`config.mk`:
```
export PLATFORM = sky130hd
export DESIGN_NAME = countdown_ctrl
export DESIGN_NICKNAME = d
export VERILOG_FILES = /design/src/rtl/countdown_pkg.sv /design/src/rtl/tick_prescaler.sv /design/src/rtl/countdown_ctrl.sv
export SDC_FILE = /design/constraint.sdc
export NUM_CORES = 1
export LEC_CHECK = 0
export ABC_AREA = 1
export CORE_UTILIZATION = 43
export CTS_CLUSTER_SIZE = 14
export DETAILED_ROUTE_END_ITERATION = 16
export GPL_TIMING_DRIVEN = 0
export MAX_ROUTING_LAYER = met4
export PLACE_DENSITY_LB_ADDON = 0.05
export SLEW_MARGIN = 0
export SYNTH_ARGS = -nofsm -noshare
export SYNTH_HDL_FRONTEND = slang
export SYNTH_SLANG_ARGS = --single-unit
```
`constraint.sdc`:
```
create_clock -name clk -period 1.9 [get_ports clk]
set_input_delay 0.38 -clock clk [delete_from_list [all_inputs] [get_ports clk]]
set_output_delay 0.38 -clock clk [all_outputs]
set_load 0.01 [all_outputs]
```
`src/rtl/countdown_pkg.sv`:
```
// Shared types for the countdown controller: FSM state encoding.
package countdown_pkg;

    typedef enum logic [1:0] {
        IDLE  = 2'd0,
        RUN   = 2'd1,
        PAUSE = 2'd2,
        DONE  = 2'd3
    } cd_state_t;

endpackage

```
`src/rtl/tick_prescaler.sv`:
```
// Divides the board clock into one-cycle count ticks; holds its value while en is low.
module tick_prescaler #(
    parameter int unsigned DIV = 50_000_000
) (
    input  logic clk,
    input  logic reset,
    input  logic en,
    input  logic clr,
    output logic tick
);

    localparam int unsigned PW = $clog2(DIV) + 1;
    localparam logic [PW-1:0] LAST = PW'(DIV - 1);

    logic [PW-1:0] presc_q;
    logic [PW-1:0] presc_d;

    // With DIV==1 the counter is pinned at 0, so tick follows en directly.
    assign tick = en && (presc_q == LAST);

    always_comb begin
        presc_d = presc_q;
        if (clr) begin
            presc_d = '0;
        end else if (en) begin
            presc_d = (presc_q == LAST) ? '0 : presc_q + PW'(1);
        end
    end

    always_ff @(posedge clk or negedge reset) begin
        if (!reset) begin
            presc_q <= '0;
        end else begin
            presc_q <= presc_d;
        end
    end

endmodule

```
`src/rtl/countdown_ctrl.sv`:
```
// Run/pause/expire sequencer and count register for the 7-seg countdown display.
module countdown_ctrl
    import countdown_pkg::*;
#(
    parameter int unsigned N           = 4,
    parameter int unsigned DIV         = 50_000_000,
    parameter bit          AUTO_RELOAD = 1'b0
) (
    input  logic         clk,
    input  logic         reset,
    input  logic         start_i,
    input  logic         pause_i,
    input  logic         clear_i,
    input  logic         load_i,
    input  logic [N-1:0] load_val_i,
    output logic [N-1:0] count_o,
    output logic         running_o,
    output logic         paused_o,
    output logic         done_o,
    output logic         expire_o
);

    cd_state_t    state_q, state_d;
    logic [N-1:0] count_q, count_d;
    logic [N-1:0] reload_q, reload_d;
    logic         evt_q, evt_d;
    logic         expire_q;
    logic         running_q, running_d;
    logic         paused_q, paused_d;
    logic         done_q, done_d;
    logic         presc_en;
    logic         presc_clr;
    logic         tick;

    // A pause request freezes the prescaler on the very cycle it is seen.
    assign presc_en = (state_q == RUN) && !pause_i;

    tick_prescaler #(
        .DIV (DIV)
    ) u_presc (
        .clk   (clk),
        .reset (reset),
        .en    (presc_en),
        .clr   (presc_clr),
        .tick  (tick)
    );

    // Next-state and datapath update; priority clear > load > pause > start.
    always_comb begin
        state_d   = state_q;
        count_d   = count_q;
        reload_d  = reload_q;
        evt_d     = 1'b0;
        presc_clr = 1'b0;

        if (clear_i) begin
            state_d   = IDLE;
            count_d   = reload_q;
            presc_clr = 1'b1;
        end else if (load_i && (state_q != RUN)) begin
            reload_d = load_val_i;
            count_d  = load_val_i;
            if (state_q == DONE) begin
                state_d = IDLE;
            end
        end else begin
            case (state_q)
                IDLE: begin
                    if (start_i) begin
                        if (count_q == '0) begin
                            state_d = DONE;
                            evt_d   = 1'b1;
                        end else begin
                            state_d   = RUN;
                            presc_clr = 1'b1;
                        end
                    end
                end
                RUN: begin
                    if (pause_i) begin
                        state_d = PAUSE;
                    end else if (tick) begin
                        if (count_q > N'(1)) begin
                            count_d = count_q - N'(1);
                        end else if (count_q == N'(1)) begin
                            count_d = '0;
                            evt_d   = 1'b1;
                            if (!AUTO_RELOAD) begin
                                state_d = DONE;
                            end
                        end else begin
                            // Only reachable with auto-reload: the zero period ends here.
                            count_d = reload_q;
                            evt_d   = (reload_q == '0);
                        end
                    end
                end
                PAUSE: begin
                    if (start_i) begin
                        state_d = RUN;
                    end
                end
                DONE: begin
                    if (start_i) begin
                        count_d = reload_q;
                        if (reload_q == '0) begin
                            evt_d = 1'b1;
                        end else begin
                            state_d   = RUN;
                            presc_clr = 1'b1;
                        end
                    end
                end
                default: begin
                    state_d = IDLE;
                end
            endcase
        end
    end

    // Status flags are registered from the next state so they align with state_q.
    always_comb begin
        running_d = (state_d == RUN);
        paused_d  = (state_d == PAUSE);
        done_d    = (state_d == DONE);
    end

    always_ff @(posedge clk or negedge reset) begin
        if (!reset) begin
            state_q   <= IDLE;
            count_q   <= '1;
            reload_q  <= '1;
            evt_q     <= 1'b0;
            expire_q  <= 1'b0;
            running_q <= 1'b0;
            paused_q  <= 1'b0;
            done_q    <= 1'b0;
        end else begin
            state_q   <= state_d;
            count_q   <= count_d;
            reload_q  <= reload_d;
            evt_q     <= evt_d;
            expire_q  <= evt_q;
            running_q <= running_d;
            paused_q  <= paused_d;
            done_q    <= done_d;
        end
    end

    assign count_o   = count_q;
    assign running_o = running_q;
    assign paused_o  = paused_q;
    assign done_o    = done_q;
    assign expire_o  = expire_q;

endmodule

```
* Word-level counts from Yosys, hierarchy flattened
Cells that the tools add are included. Widths: inputs -> output; s select.
Word-level totals: register bits 42, latch bits 0, RAM bits 0, memory bits (read-only) 0, bits of input ports 10, memories 0
Cells by class: add/subtract/negate cells 2, multipliers 0, div/mod/pow operators 0, $lt $le $gt $ge 1, equal/unequal tests 12, shift operators 0, mux-type cells 42, bitwise gates (word level) 1, reductions and logical operators 11
Operators by type and width (number):
- $mux 27 | 3
- $mux 4 | 7
- $add 27x1->27 const B | 1
- $eq 27x26->1 const B | 1
- $mux 2 | 12
- $mux 1 | 16
- $eq 2x2->1 const B | 4
- $logic_not 4->1 | 2
- $ne 4x3->1 const B | 2
- $pmux 2 s4 | 1
- $pmux 4 s2 | 1
- $eq 2x1->1 const B | 2
- $eq 4x1->1 const B | 1
- $gt 4x1->1 const B | 1
- $ne 4x4->1 const B | 1
- $reduce_and 4->1 | 1
- $reduce_bool 4->1 | 1
- $sub 4x1->4 const B | 1
- $logic_and 1x1->1 | 3
- $pmux 1 s3 | 1
- $logic_not 2->1 | 1
- $ne 2x1->1 const B | 1
- $pmux 1 s2 | 1
- $reduce_and 2->1 | 1
- other kinds (3) | 3

* Logic depth before layout (Yosys ltp)
word-level depth 9, mapped depth 12

* Cells and area by module
A second synthesis with hierarchy kept.
Second synthesis, totals: cell total of the unflattened synthesis 405, area, all modules 2852.7 µm²
By module, submodules not included:
- tick_prescaler | instances 1, cells each 247, area an instance 1740.4 µm²
- countdown_ctrl | instances 1, cells each 158, area an instance 1112.3 µm²

* Worst setup path before layout
No wires, ideal clock.
path kind flip-flop to flip-flop, from register count_q[0], in the netlist count_o[0], to register u_presc.presc_q[21], arrival time 1.734 ns, required time 1.776 ns, path slack 0.043 ns, stages on the path, launching flop included 13, path buffers 0, period minus slack after synthesis 1.857 ns, cell sequence dfstp_2 -> inv_1 -> ha_1 -> nand2_1 -> o21bai_2 -> nand2_1 -> nand3_1 -> nand2_1 -> clkinv_2 -> nand2_2 -> inv_2 -> nand2_1 -> o21ai_1
Between the ends: cells in the longest elaborated chain, start to end 7
RTL lines:
- start: declaration | RTL line countdown_ctrl.sv:24 | logic [N-1:0] count_q, count_d;
- start signal: assignment | RTL line countdown_ctrl.sv:140 | count_q <= count_d;
- $logic_not 4->1 (*) | RTL line countdown_ctrl.sv:70 | if (count_q == '0) begin
- $mux 1 (*) | RTL line countdown_ctrl.sv:70
- $mux 1 (*) | RTL line countdown_ctrl.sv:69 | if (start_i) begin
- $pmux 1 s2 (*) | RTL line countdown_ctrl.sv:67 | case (state_q)
- $mux 1 (*) | RTL line countdown_ctrl.sv:60 | end else if (load_i && (state_q != RUN)) begin
- $mux 1 (*) | RTL line countdown_ctrl.sv:56 | if (clear_i) begin
- $mux 27 or $reduce_bool 2->1 (tied branches)
- end signal: assignment | RTL line tick_prescaler.sv:34 | presc_q <= presc_d;
- end: declaration | RTL line tick_prescaler.sv:15 | logic [PW-1:0] presc_q;
Every way passes the cells marked *; elsewhere a longest branch is shown, timed or not. A chain may end at the register's enable or synchronous reset.

* Worst setup path in the final report
from register count_q[3], in the netlist count_o[3], to output port count_o[3]
RTL lines:
- end: declaration | RTL line countdown_ctrl.sv:16 | output logic [N-1:0] count_o,
No word-level cell between the ends.

==> metrics.yaml <==
die:
  fp-row-count: 29
  die_w_um: 83.5
  core_mm2: 0.00639
  start_util_pct: 44.7
  boundaryPins: 18
  fp.dieH_um: 83.5
  fp.dieArea_mm2: 0.00696
cts:
  cts_made_buffers: 5
  cts.clk_slew.worst_paths_ns: 0.09
  cts_max_level: 2
  root_buffer: "clkbuf_8"
  cts_tree: "done"
  worstSkewPairLatency_ns: 0.29
  clock_sinks: 42
  ctsLongestPathBuffers: 2
  cts_hold_buf: 0
setup_path:
  path_depth: 1
  path_max_fanout: 7
  r2r_end: "u_presc.presc_q[19]$_DFFE_PN0P_"
  crit_type: "register to primary output"
  startpoint: "count_o[3]$_DFFE_PN1P_"
  timing.rr.start: "state_q[0]$_DFF_PN0_"
  slowest_delay_ns: 0.61
  crit_chain: "clkdlybuf4s50_1"
  crit_arrival_ns: 1.46
  r2r_cells: 10
  cpLargestDelayFamily: "flip-flops"
  slowest_stage: "dfstp_2"
  worst-r2r-setup-slack_ns: 0.10
  start_kind: "register"
  crit_end: "count_o[3]"
  worstSetupEndpointType: "primary output"
  crit_required_ns: 1.52
  crit_buf_inv: 1
sta:
  relSlewSlack_pct: 64.2
  fmax_ghz: 0.542
  hold_viol_final: 0
  setup_viol: 0
  fin_crit_ns: 1.84
  slew_violations: 0
  worst_pin_slew_ns: 0.537
  grt_setup_unrepaired: "true"
  final.setup.worst_slack_ns: 0.0558
  skew_ns: 0.00899
  finalCritPeriodShare_pct: 97.1
  whs_ns: 0.0567
finish:
  n_fill_cell: 634
  multi_input_area_mm2: 0.00171
  seq_area_mm2: 0.00107
  drive_gt1_share_pct: 20.3
  nets: 458
  layout_commonest_cell: "nand2_1"
  finalNonFillerCells: 516
  final_util_pct: 54.6
  diodes: 0
  layout_common_cells: "nand2_1 (102), nor2_1 (36), inv_1 (30), dfrtp_1 (30), nand3_1 (28)"
  area_growth_pct: 22.3
drt:
  avgRoutedWirePerCell_um: 14.9
  drc: 0
  wl_mm: 7.67
  ant_nets: 0
  first_pass_iters: 4
  vias: 2790
  viasPerCell: 5.41
  drt_iter0_drc: 115
grt:
  grt_max_degree: 23
  grt_pass1_vias: 2741
  gr-usage-met3_pct: 2.18
  grt_first_pass_wirelength_mm: 12.8
  grt_use_met1_pct: 27.9
  busiest_layer: "met2"
  grt_use_total_pct: 23.6
  grt_use_met2_pct: 41.1
  grt-ovfl-total: 0
  antenna_found_initial: 0
place:
  gp_congestion: 0.960
  port_buffers: 17
  place_hpwl_mm: 5.92
  dp_cells: 499
  post-place-ws_ns: -0.359
hold_path:
  hp-class: "input port to asynchronous set/reset pin"
yosys:
  synth.net_count: 424
  ys_ff_latch: 42
  syn_area_per_cell_um2: 7.06
  synthesis.area_mm2: 0.00285
  ys_types: 34
  yosysSeqAreaShare_pct: 37.2
  yosys_warnings: 0
  syn_inst: 404
run_status:
  status: "finished, final reports clean"
pwr:
  powerDensity_mw_per_mm2: 870
  leakagePower_nw: 1.49
  total_power_mw: 3.04
  peakVddDrop_uv: 498
flow_run:
  max_cap_violations: 0
[sequential cells by signal (all words and copies together) (netlist names)]
register,cells
count_o,4
evt_q,1
running_o,1
paused_o,1
u_presc.presc_q,27
done_o,1
state_q,2
reload_q,4
expire_o,1
[layout make-up]
type	count	share of cell area, %
multi-input combinational	306	49.0
sequential	42	30.5
timing repair buffer	27	7.53
inverter	50	5.52
tap	77	2.76
clock buffer	7	2.19
buffer	6	1.54
clock inverter	1	0.861
[logic make-up after synthesis]
group,count (synthesis),synth area share [%]
buffers and inverters,56,7.63
AOI/OAI and AO/OA,55,10.9
xor gates and xnor gates,13,3.99
adders and majority gates,10,4.39
and+or+nand+nor,228,35.9
DFF,42,37.2
[Yosys cell counts]
cell | n | area (um2)
nor3b_1 | 1 | 7.51
o21ai_1 | 13 | 65.1
xnor2_1 | 3 | 26.3
nand2_1 | 107 | 402
ha_1 | 10 | 125
xor2_1 | 10 | 87.6
nor2_1 | 43 | 161
a32oi_1 | 1 | 8.76
o21ai_0 | 11 | 55.1
o2111ai_1 | 1 | 8.76
o22ai_1 | 4 | 25.0
nor4_1 | 3 | 18.8
dfrtp_1 | 34 | 851
nand2_4 | 1 | 11.3
clkinv_2 | 1 | 5.00
o31ai_1 | 3 | 22.5
nand3_1 | 30 | 150
o21bai_2 | 1 | 11.3
o21ai_2 | 1 | 8.76
and3_1 | 1 | 6.26
a21oi_1 | 17 | 85.1
nor3_1 | 14 | 70.1
a31oi_1 | 2 | 12.5
nand3_2 | 2 | 20.0
clkbuf_1 | 1 | 3.75
or2_1 | 1 | 6.26
nand2_2 | 3 | 18.8
nand4_1 | 18 | 113
inv_1 | 35 | 131
nor3_2 | 4 | 40.0
inv_2 | 14 | 52.6
dfstp_2 | 8 | 210
buf_2 | 5 | 25.0
o21a_1 | 1 | 7.51
[per-layer routing]
layer	share of wire (%)	vias up
met5	0	-
met3	3.3	14
li1	-	1408
met1	43	1312
met2	51	56
met4	2.5	0
[timing repair]
item / 4_1_cts / 5_1_grt
gates resized for setup: 30 / 23
setup buffers: 4 / 5
pin swaps: 1 / 3
endpoints found under the setup margin: 41 / 37
[stage by stage]
step           TNS, ns  area, um2
2_1_floorplan        0       2850
3_3_place_gp    -33.08       3120
6_report             0       3490
3_5_place_dp     -7.83       3140
5_1_grt        -0.0402       3490
4_1_cts              0       3380
[how the worst min path moves through the flow]
stage | endpoint | startpoint | depth (start not counted) | slack [ns]
6_report | u_presc.presc_q[22]$_DFFE_PN0P_ | reset | 1 | 0.06
5_1_grt | u_presc.presc_q[20]$_DFFE_PN0P_ | reset | 1 | 0.09
4_1_cts | u_presc.presc_q[22]$_DFFE_PN0P_ | reset | 1 | 0.07
3_5_place_dp | expire_o$_DFF_PN0_ | evt_q$_DFF_PN0_ | 0 | 0.34
3_3_place_gp | expire_o$_DFF_PN0_ | evt_q$_DFF_PN0_ | 0 | 0.34
2_1_floorplan | done_o$_DFF_PN0_ | reset | 0 | 0.08
[worst reg2reg max path, cell delays in order (launching register included)]
cell      delay (ns)
dfrtp_2         0.46
inv_2           0.10
ha_1            0.31
nor2_2          0.14
nand3_2         0.13
nand2_2         0.13
clkinv_4        0.08
nand2_8         0.08
inv_2           0.08
a21oi_2         0.14
nor2_1          0.05
[power breakdown]
group	total [mW]	internal (mW)	leakage, nW	switching, mW
logic	1.20	0.514	0.883	0.685
clock network	0.706	0.394	0.0524	0.312
registers	1.13	1.03	0.550	0.0974
total	3.04	1.94	1.49	1.09
(Power assumes the default switching activity.)
